File: src/rtl/sample_filter_stage.sv
// Per-sample DSP stage: delayed relay, differentiator or 2^LOG2_TAPS moving average.
// Define SAMPLE_FILTER_SAT_EN to clamp the differentiator instead of wrapping it.
module sample_filter_stage #(
    parameter int LOG2_TAPS = 3,
    parameter int DW        = 14
) (
    input  logic                 CLK_50M,
    input  logic                 reset,
    input  logic                 sample_tick,
    input  logic signed [DW-1:0] sample_in,
    input  logic [1:0]           mode,
    output logic signed [DW-1:0] y_out,
    output logic [11:0]          dac_code,
    output logic                 out_valid,
    output logic                 overflow
);
    localparam int TAPS = 1 << LOG2_TAPS;
    localparam int SW   = DW + LOG2_TAPS;

    localparam logic signed [DW-1:0] MAX_VAL = {1'b0, {(DW-1){1'b1}}};
    localparam logic signed [DW-1:0] MIN_VAL = {1'b1, {(DW-1){1'b0}}};

    logic                 tick_q;
    logic                 accept;
    logic                 stage1_valid;
    logic signed [DW-1:0] hist [TAPS];
    logic signed [DW-1:0] x_prev;
    logic signed [SW-1:0] sum;
    logic signed [SW-1:0] sum_next;
    logic [1:0]           mode_q;
    logic [DW:0]          diff;
    logic                 diff_oor;
    logic signed [DW-1:0] diff_res;
    logic signed [DW-1:0] y_next;

    // out_valid is a strobe, not a handshake: it is high for exactly one
    // clock per accepted sample and there is no ready/back-pressure path.
    assign accept = sample_tick & ~tick_q;

    assign sum_next = sum
                    + {{LOG2_TAPS{sample_in[DW-1]}}, sample_in}
                    - {{LOG2_TAPS{hist[TAPS-1][DW-1]}}, hist[TAPS-1]};

    always_ff @(posedge CLK_50M or posedge reset) begin
        if (reset) begin
            tick_q       <= 1'b0;
            stage1_valid <= 1'b0;
            x_prev       <= '0;
            sum          <= '0;
            mode_q       <= 2'b00;
            for (int k = 0; k < TAPS; k++) begin
                hist[k] <= '0;
            end
        end else begin
            tick_q       <= sample_tick;
            stage1_valid <= accept;
            if (accept) begin
                hist[0] <= sample_in;
                for (int k = 1; k < TAPS; k++) begin
                    hist[k] <= hist[k-1];
                end
                x_prev <= hist[0];
                sum    <= sum_next;
                mode_q <= mode;
            end
        end
    end

    // Differentiator is computed one bit wider so the true result is always visible.
    assign diff     = {hist[0][DW-1], hist[0]} - {x_prev[DW-1], x_prev};
    assign diff_oor = diff[DW] ^ diff[DW-1];

`ifdef SAMPLE_FILTER_SAT_EN
    assign diff_res = diff_oor ? (diff[DW] ? MIN_VAL : MAX_VAL) : diff[DW-1:0];
`else
    assign diff_res = diff[DW-1:0];
`endif

    always_comb begin
        y_next = '0;
        case (mode_q)
            2'b00:   y_next = x_prev;
            2'b01:   y_next = diff_res;
            2'b10:   y_next = sum[SW-1:LOG2_TAPS];
            default: y_next = '0;
        endcase
    end

    always_ff @(posedge CLK_50M or posedge reset) begin
        if (reset) begin
            y_out     <= '0;
            out_valid <= 1'b0;
            overflow  <= 1'b0;
        end else begin
            out_valid <= stage1_valid;
            if (stage1_valid) begin
                y_out <= y_next;
                if (mode_q == 2'b01 && diff_oor) begin
                    overflow <= 1'b1;
                end
            end
        end
    end

    // Offset-binary view of the registered result; reset value 0 maps to 12'h800.
    assign dac_code = {~y_out[DW-1], y_out[DW-2:DW-12]};

endmodule

File: config.mk
export PLATFORM = sky130hd
export DESIGN_NAME = sample_filter_stage
export DESIGN_NICKNAME = d
export VERILOG_FILES = /design/src/rtl/sample_filter_stage.sv
export SDC_FILE = /design/constraint.sdc
export NUM_CORES = 1
export LEC_CHECK = 0
export BUFFER_PORTS_ARGS = -buffer_cell sky130_fd_sc_hd__buf_2
export CORE_ASPECT_RATIO = 1.4
export CORE_MARGIN = 1
export CORE_UTILIZATION = 40
export DETAILED_ROUTE_END_ITERATION = 10
export RECOVER_POWER = 25
export SKIP_LAST_GASP = 1
export SYNTH_ARGS = -nofsm -noshare
export SYNTH_HDL_FRONTEND = slang
export SYNTH_SLANG_ARGS = --single-unit
export TNS_END_PERCENT = 100
File: constraint.sdc
create_clock -name CLK_50M -period 4.1 [get_ports CLK_50M]
set_clock_uncertainty 0.05 [all_clocks]
set_input_delay 0.41 -clock CLK_50M [delete_from_list [all_inputs] [get_ports CLK_50M]]
set_output_delay 0.41 -clock CLK_50M [all_outputs]
set_load 0.005 [all_outputs]
==> results.sh, run 1 <==
export IMPL_outcome="finished with violations"
export IMPL_violations="capacitance limit, slew limit"
export IMPL_reg2reg_slack_ns=1.22
export IMPL_drc=0
export IMPL_design_area_um2=8530
export IMPL_drt_pass1_iterations=6
export IMPL_num_io_pins=47
export IMPL_drv_slew=82
export IMPL_overflow=0
export IMPL_nFillCells=1851
export IMPL_r2r_cells=11
export IMPL_r2r_end="sum[15]"
export IMPL_critPathMaxStageDelay_ns=1.56
export IMPL_crit_cells=3
export IMPL_whs_endpoint="tick_q"
export IMPL_final_nets=939
export IMPL_cts_root_buf="clkbuf_16"
export IMPL_synth_edf_count=0
export IMPL_post_cts_resize_count=0
export IMPL_clk_insertion_delay_late_ns=0.42
export IMPL_synthFlopType="dfrtp_1"
export IMPL_grt_start_max_net_pins=97
export IMPL_path_class="in -> async"
export IMPL_dpl_hpwl_um=11600
export IMPL_cp_slowest_cell="clkbuf_2"
export IMPL_dieArea_um2=19600
export IMPL_hold_viol=0
export IMPL_power_density_nw_per_um2=694
export IMPL_die_x_um=119
export IMPL_wl_um=16400
export IMPL_r2r_start="sum[3]"
export IMPL_postCtsSetupBuffers=0
export IMPL_ys_types=50
export IMPL_tightest_slew_ns=2.01
export IMPL_grtUsageTotal_pct=18.1
export IMPL_syn2layout_area_growth_pct=12.2
export IMPL_cts_sinks=149
export IMPL_initial_core_util_pct=40.9
export IMPL_max_cap_violations=1
export IMPL_critPathMaxFanout=81
export IMPL_synth_fp_nets=916
export IMPL_hold_path_depth=1
export IMPL_irDropWorstVdd_uv=327
export IMPL_syn_area_um2=7610
export IMPL_dieHeight_um=165
export IMPL_ys_seq_area_share_pct=49.0
export IMPL_synth_top_cell_area_share_pct=49.0
export IMPL_rsz0062_at_grt="no"
export IMPL_drtAntennaViolNets=0
export IMPL_cp_required_ns=4.18
export IMPL_drt_iter0_markers=310
export IMPL_n_antenna_cell=0
export IMPL_clock_path_buffers=2
export IMPL_hp_start="sample_tick"
export IMPL_cts_hold_buf=0
export IMPL_drive_gt1_share_pct=10.7
export IMPL_globalplace_congestion=0.850
export IMPL_hp_class="in -> reg"
export IMPL_cts_buffers=17
export IMPL_synthTopCellsByArea="dfrtp_1 (49%), nand2_1 (14%), ha_1 (5.3%), fa_1 (4.5%), o21ai_0 (4.3%)"
export IMPL_vias=5488
export IMPL_crit_family="buffers and inverters"
export IMPL_relSlewSlack_pct=-33.8
export IMPL_setup_tns_ns=0
export IMPL_setup_viol=0
export IMPL_synth_avg_cell_area_um2=8.97
export IMPL_wl_per_cell_um=14.5
export IMPL_clkTransAtPathRegs_ns=0.06
export IMPL_fin_crit_ns=2.89
export IMPL_cp_arrival_ns=2.97
export IMPL_yosys_warnings=0
export IMPL_cp_start_kind="input port"
export IMPL_ys_async_sr_fraction_pct=100
export IMPL_cts_tree="done"
export IMPL_post_route_period_util_pct=70.4
export IMPL_vias_per_cell=4.87
export IMPL_antenna_found_initial=0
export IMPL_htreeDepth=4
export IMPL_fmax_ghz=0.346
export IMPL_path_cells="buf_2, clkinvlp_2, clkbuf_2"
export IMPL_syn_instance_count=848
export IMPL_grt_pass1_vias=5497
export IMPL_cp_end_kind="asynchronous set/reset pin"
export IMPL_place_area_um2=7990
export IMPL_yosysTopAreaCell="dfrtp_1"
export IMPL_port_buffers=46
export IMPL_critPathBufInv=3
export IMPL_coreArea_um2=18600
export IMPL_ys_ff_latch=149
export IMPL_grt_pass1_wl_um=27200
export IMPL_p_leak_uw=0.00438
export IMPL_std_cell_rows=59
layer usage:
layer  wire length [um]  global-route usage (%)  share of wire, %
met3                447                    4.29               2.7
met1               6860                    20.1                42
met4                518                    8.80               3.2
met5                  0                       0                 0
met2               8530                    32.6                52
registers in the layout (all words and copies together) (netlist names):
name / count
stage1_valid: 1
out_valid: 1
sum: 17
x_prev: 14
tick_q: 1
mode_q: 2
hist: 98
y_out: 14
overflow: 1
cell type report:
type / count / area [um^2] / share of cell area (%)
Inverter: 85 / 322 / 3.77
Tap cell: 244 / 305 / 3.58
Timing Repair Buffer: 51 / 277 / 3.24
Sequential cell: 149 / 3730 / 43.7
Multi-Input combinational cell: 567 / 3340 / 39.1
Clock buffer: 19 / 443 / 5.19
Clock inverter: 13 / 121 / 1.42
cell usage after synthesis, drive strengths merged (10+ instances only):
cell type / number
inv: 85
dfrtp: 149
nor2: 13
buf: 18
o221ai: 11
a21o: 10
xor2: 14
ha: 32
clkbuf: 29
nand2: 290
fa: 17
xnor2: 11
a21oi: 20
o21ai: 70
mux2i: 14
placed cells by master (no fill, tap or decap), drive strengths merged, types with 2 or more instances in the layout:
master,instances
clkbuf,21
buf,49
clkinvlp,6
xnor2,11
nor3,2
o311ai,2
nor2b,3
o21a,9
or2,2
clkinv,3
nand3,4
o41ai,2
a211oi,2
nand2,290
inv,88
o221ai,11
o22ai,2
o21ai,70
a21o,10
o21bai,4
nor4,2
a31oi,4
fa,17
nand4,5
nor2,13
dfrtp,149
mux2i,14
a21oi,20
ha,32
xor2,14
nand2b,9
worst register-to-register path: cells and delay by family, from the launching register on:
kind / cells / cell delay, ns
xor+xnor: 1 / 0.15
fa+ha+maj: 2 / 0.83
buf+inv: 2 / 0.12
flops: 1 / 0.44
compound gates: 6 / 1.14
power breakdown:
| group | switching [uW] | internal [uW] |
|---|---|---|
| clock network | 651 | 858 |
| logic | 1330 | 1020 |
| registers | 265 | 1810 |
through the flow:
step	total power (uW)	hold slack [ns]	setup slack, ns	std cells	util (%)
2_1_floorplan	3890	0.302	1.37	848	-
3_3_place_gp	4400	0.395	1.05	1096	42.9
3_5_place_dp	4450	0.401	1.03	1096	42.9
4_1_cts	5990	0.0631	1.22	1128	46.0
5_1_grt	6430	0.0990	0.615	1128	45.9
6_report	5920	0.107	1.21	1128	45.9
worst max-delay path by stage:
stage | end | slack (ns) | from
after global placement | sum[16] | 1.05 | sample_in[1]
after global routing | hist[33] | 0.61 | reset
after detailed placement | sum[16] | 1.03 | sample_in[1]
final | hist[33] | 1.21 | reset
after CTS | sum[15] | 1.22 | sum[3]
after floorplan | sum[16] | 1.37 | sample_in[1]
logic make-up (layout without fill, tap and decap cells):
kind of cell / after synthesis / after routing / synth area share (%)
buf+inv: 132 / 168 / 7.23
xor+xnor: 25 / 25 / 2.88
compound gates: 143 / 143 / 11.6
flops: 149 / 149 / 49.0
mux: 14 / 14 / 1.84
simple gates: 336 / 336 / 17.7
fa+ha+maj: 49 / 49 / 9.73
Note: power is estimated with default switching activity, not from simulation.
==> inputs of run 2 (changes only) <==
--- a/config.mk
+++ b/config.mk
@@ -5,6 +5,7 @@
 export SDC_FILE = /design/constraint.sdc
 export NUM_CORES = 1
 export LEC_CHECK = 0
+export ABC_AREA = 1
 export BUFFER_PORTS_ARGS = -buffer_cell sky130_fd_sc_hd__buf_2
 export CORE_ASPECT_RATIO = 1.4
 export CORE_MARGIN = 1
==> constraint.sdc (replaced) <==
create_clock -name CLK_50M -period 2.8 [get_ports CLK_50M]
set_clock_uncertainty 0.05 [all_clocks]
set_input_delay 0.28 -clock CLK_50M [delete_from_list [all_inputs] [get_ports CLK_50M]]
set_output_delay 0.28 -clock CLK_50M [all_outputs]
set_load 0.005 [all_outputs]
==> run 2 against run 1 <==
  * The run now ends clean
  * Die area increased by 4.7%
  * Sequential power increased by 41%
  * Clock power grew 56%
  * Non-clock buffer count rose by 8
  * Register-to-register slack got worse by 0.87 ns
  * Count of clock-buffer cells in the layout fell by 1
  * Cell count rose by 17%
  * Routed wire length grew 6.5%
  * First-iteration DRC count up 29%
  * Power up 54%
  * Combinational power up 64%
  * Worst setup slack got worse by 0.87 ns
  * Largest power group unchanged
==> results.sh, run 2 <==
export IMPL_cp_start_kind="flop"
export IMPL_yosys_warnings=0
export IMPL_fmax_ghz=0.407
export IMPL_wl_um=17400
export IMPL_setup_tns_ns=0
export IMPL_cp_end_kind="flop"
export IMPL_critPathMaxStageDelay_ns=0.51
export IMPL_cpMostUsedCell="nand2_1"
export IMPL_seqPwrFrac_pct=32.0
export IMPL_fin_crit_ns=2.45
export IMPL_p_leak_uw=0.00492
export IMPL_dp_cells=1282
export IMPL_cts_buffers=17
export IMPL_initial_core_util_pct=41.2
export IMPL_synthTopCellsByArea="dfrtp_1 (47%), nand2_1 (20%), inv_1 (6.2%), ha_1 (5.0%), fa_1 (4.3%)"
export IMPL_power_density_nw_per_um2=1010
export IMPL_drc=0
export IMPL_drt_iter0_markers=401
export IMPL_critical_path_startpoint="hist[1]"
export IMPL_cts_tree="done"
export IMPL_max_cap_violations=0
export IMPL_r2r_start="hist[1]"
export IMPL_critPathCapture="sum[10]"
export IMPL_yosysTopAreaCell="dfrtp_1"
export IMPL_reg2reg_slack_ns=0.35
export IMPL_grt_start_max_net_pins=136
export IMPL_setup_viol=0
export IMPL_vias=6240
export IMPL_r2r_end="sum[10]"
export IMPL_synth_edf_count=0
export IMPL_post_route_period_util_pct=87.7
export IMPL_final_common_cell="nand2_1"
export IMPL_p_sw_uw=3680
export IMPL_std_cell_rows=60
export IMPL_pre_cts_ws_ns=0.293
export IMPL_dieHeight_um=169
export IMPL_rsz0062_at_grt="no"
export IMPL_path_class="reg -> reg"
export IMPL_hp_class="in -> reg"
export IMPL_outcome="complete, no violations"
export IMPL_n_antenna_cell=0
export IMPL_stdcell_count=1316
export IMPL_largest_reg_flops=98
export IMPL_regMostFlops="hist"
export IMPL_clkTransAtPathRegs_ns=0.07
export IMPL_clk_insertion_delay_late_ns=0.42
export IMPL_grt_pass1_wl_um=29600
export IMPL_share_comb_of_total_power_pct=42.1
export IMPL_path_cells="fa_1, inv_1, fa_1, nand2_1, nand2_1, and2_2, nand2_1, nand2_2, nand2_1, nand3b_1, nand3_1, o21ai_0"
export IMPL_drt_pass1_iterations=5
export IMPL_globalplace_congestion=0.882
export IMPL_ys_seq_area_share_pct=46.8
export IMPL_ys_types=33
export IMPL_clock_path_buffers=2
export IMPL_p_sw_share_pct=40.4
export IMPL_cts_root_buf="clkbuf_16"
export IMPL_setup_ws_ns=0.345
export IMPL_synth_most_common_cell="nand2_1"
export IMPL_internal_power_uw=5440
export IMPL_cp_arrival_ns=2.68
export IMPL_ys_ff_latch=149
export IMPL_ys_async_sr_fraction_pct=100
export IMPL_num_io_pins=47
export IMPL_dpl_hpwl_um=12500
export IMPL_synthFlopType="dfrtp_1"
export IMPL_synth_avg_cell_area_um2=7.82
export IMPL_synth_fp_nets=1087
export IMPL_drive_gt1_share_pct=9.18
export IMPL_drv_slew=0
export IMPL_antenna_found_initial=0
export IMPL_coreArea_um2=19400
export IMPL_nFillCells=1911
export IMPL_tightest_slew_ns=1.25
export IMPL_critPathMaxFanout=4
export IMPL_syn_instance_count=1019
export IMPL_grt_pass1_vias=6064
export IMPL_htreeDepth=4
export IMPL_hold_viol=0
export IMPL_overflow=0
export IMPL_vias_per_cell=4.74
export IMPL_p_clk_share_pct=25.9
export IMPL_syn2layout_area_growth_pct=13.1
export IMPL_wl_per_cell_um=13.2
export IMPL_relSlewSlack_pct=16.1
export IMPL_drtAntennaViolNets=0
export IMPL_layout_common_cells="nand2_1 (418), dfrtp_1 (149), inv_1 (131)"
export IMPL_top_regs="hist (98), sum (17)"
export IMPL_cp_slowest_cell="fa_1"
export IMPL_yosys_top_cells_count="nand2_1 (418), dfrtp_1 (149), inv_1 (132)"
export IMPL_cts_sinks=149
export IMPL_dieArea_um2=20500
export IMPL_port_buffers=46
export IMPL_irDropWorstVdd_uv=419
export IMPL_grtUsageTotal_pct=18.4
export IMPL_cp_required_ns=3.02
export IMPL_final_nets=1123
export IMPL_die_x_um=121
export IMPL_r2r_cells=12
export IMPL_synth_top_cell_area_share_pct=46.8
export IMPL_syn_area_um2=7970
## run 2: kinds of logic (layout without fill, tap and decap cells)
kind of cell	Yosys count	in the layout	synth area share (%)
DFF	149	149	46.8
xor gates and xnor gates	2	2	0.220
and+or+nand+nor	512	512	25.8
AOI/OAI and AO/OA	127	127	8.62
adders and majority gates	49	49	9.29
buffers and inverters	180	229	9.27
## run 2: how the worst min path moves through the flow
stage                       from        end  slack [ns]  depth (start not counted)
finish                   mode[0]  mode_q[0]        0.02                          3
global route        sample_in[0]   hist[98]        0.04                          3
CTS                      mode[0]  mode_q[0]       0.008                          3
detailed placement         reset     sum[9]        0.36                          2
global placement     sample_tick     tick_q        0.36                          1
floorplan            sample_tick     tick_q        0.26                          0
## run 2: area by class of cell
cell class	count	area, um^2	area share, %
Clock buffer	18	439	4.87
Clock inverter	14	163	1.80
Inverter	138	520	5.77
Multi-Input combinational cell	690	3500	38.9
Sequential cell	149	3730	41.3
Tap cell	248	310	3.44
Timing Repair Buffer	59	353	3.91
## run 2: per-layer routing
| metal | wire length [um] | GRT usage [%] |
|---|---|---|
| met1 | 8100 | 23.7 |
| met3 | 385 | 2.59 |
| met2 | 8520 | 31.0 |
| met4 | 425 | 6.92 |
| met5 | 0 | 0 |
## run 2: repair_timing
action	in CTS	in global routing
hold buffers	2	0
endpoints found under the setup margin	0	0
hold endpoints to repair	24	0
gates resized for setup	0	0
buffers inserted	0	0
## run 2: worst max-delay path, delay by kind of cell, from the launching register on
| kind | cells | cell delay [ns] |
|---|---|---|
| adders and majority gates | 2 | 0.95 |
| AOI/OAI and AO/OA | 1 | 0.08 |
| DFF | 1 | 0.40 |
| and+or+nand+nor | 8 | 0.75 |
| buffers and inverters | 1 | 0.07 |
## run 2: per-stage QoR
step | utilization, % | hold slack [ns] | cell area (um^2) | total power, uW
after global placement | 43.5 | 0.356 | 8430 | 6760
after global routing | 46.6 | 0.0449 | 9020 | 9930
after detailed placement | 43.5 | 0.358 | 8430 | 6800
final | 46.6 | 0.0216 | 9020 | 9110
after CTS | 46.7 | 0.00786 | 9050 | 9200
after floorplan | - | 0.261 | 7980 | 5830
## run 2: power by group through the flow
stage          combinational [uW]  sequential (uW)  clock [uW]
2_1_floorplan                2920             2910           0
3_3_place_gp                 3810             2950           0
3_5_place_dp                 3840             2960           0
4_1_cts                      3870             2920        2410
5_1_grt                      4430             2990        2500
6_report                     3840             2920        2360
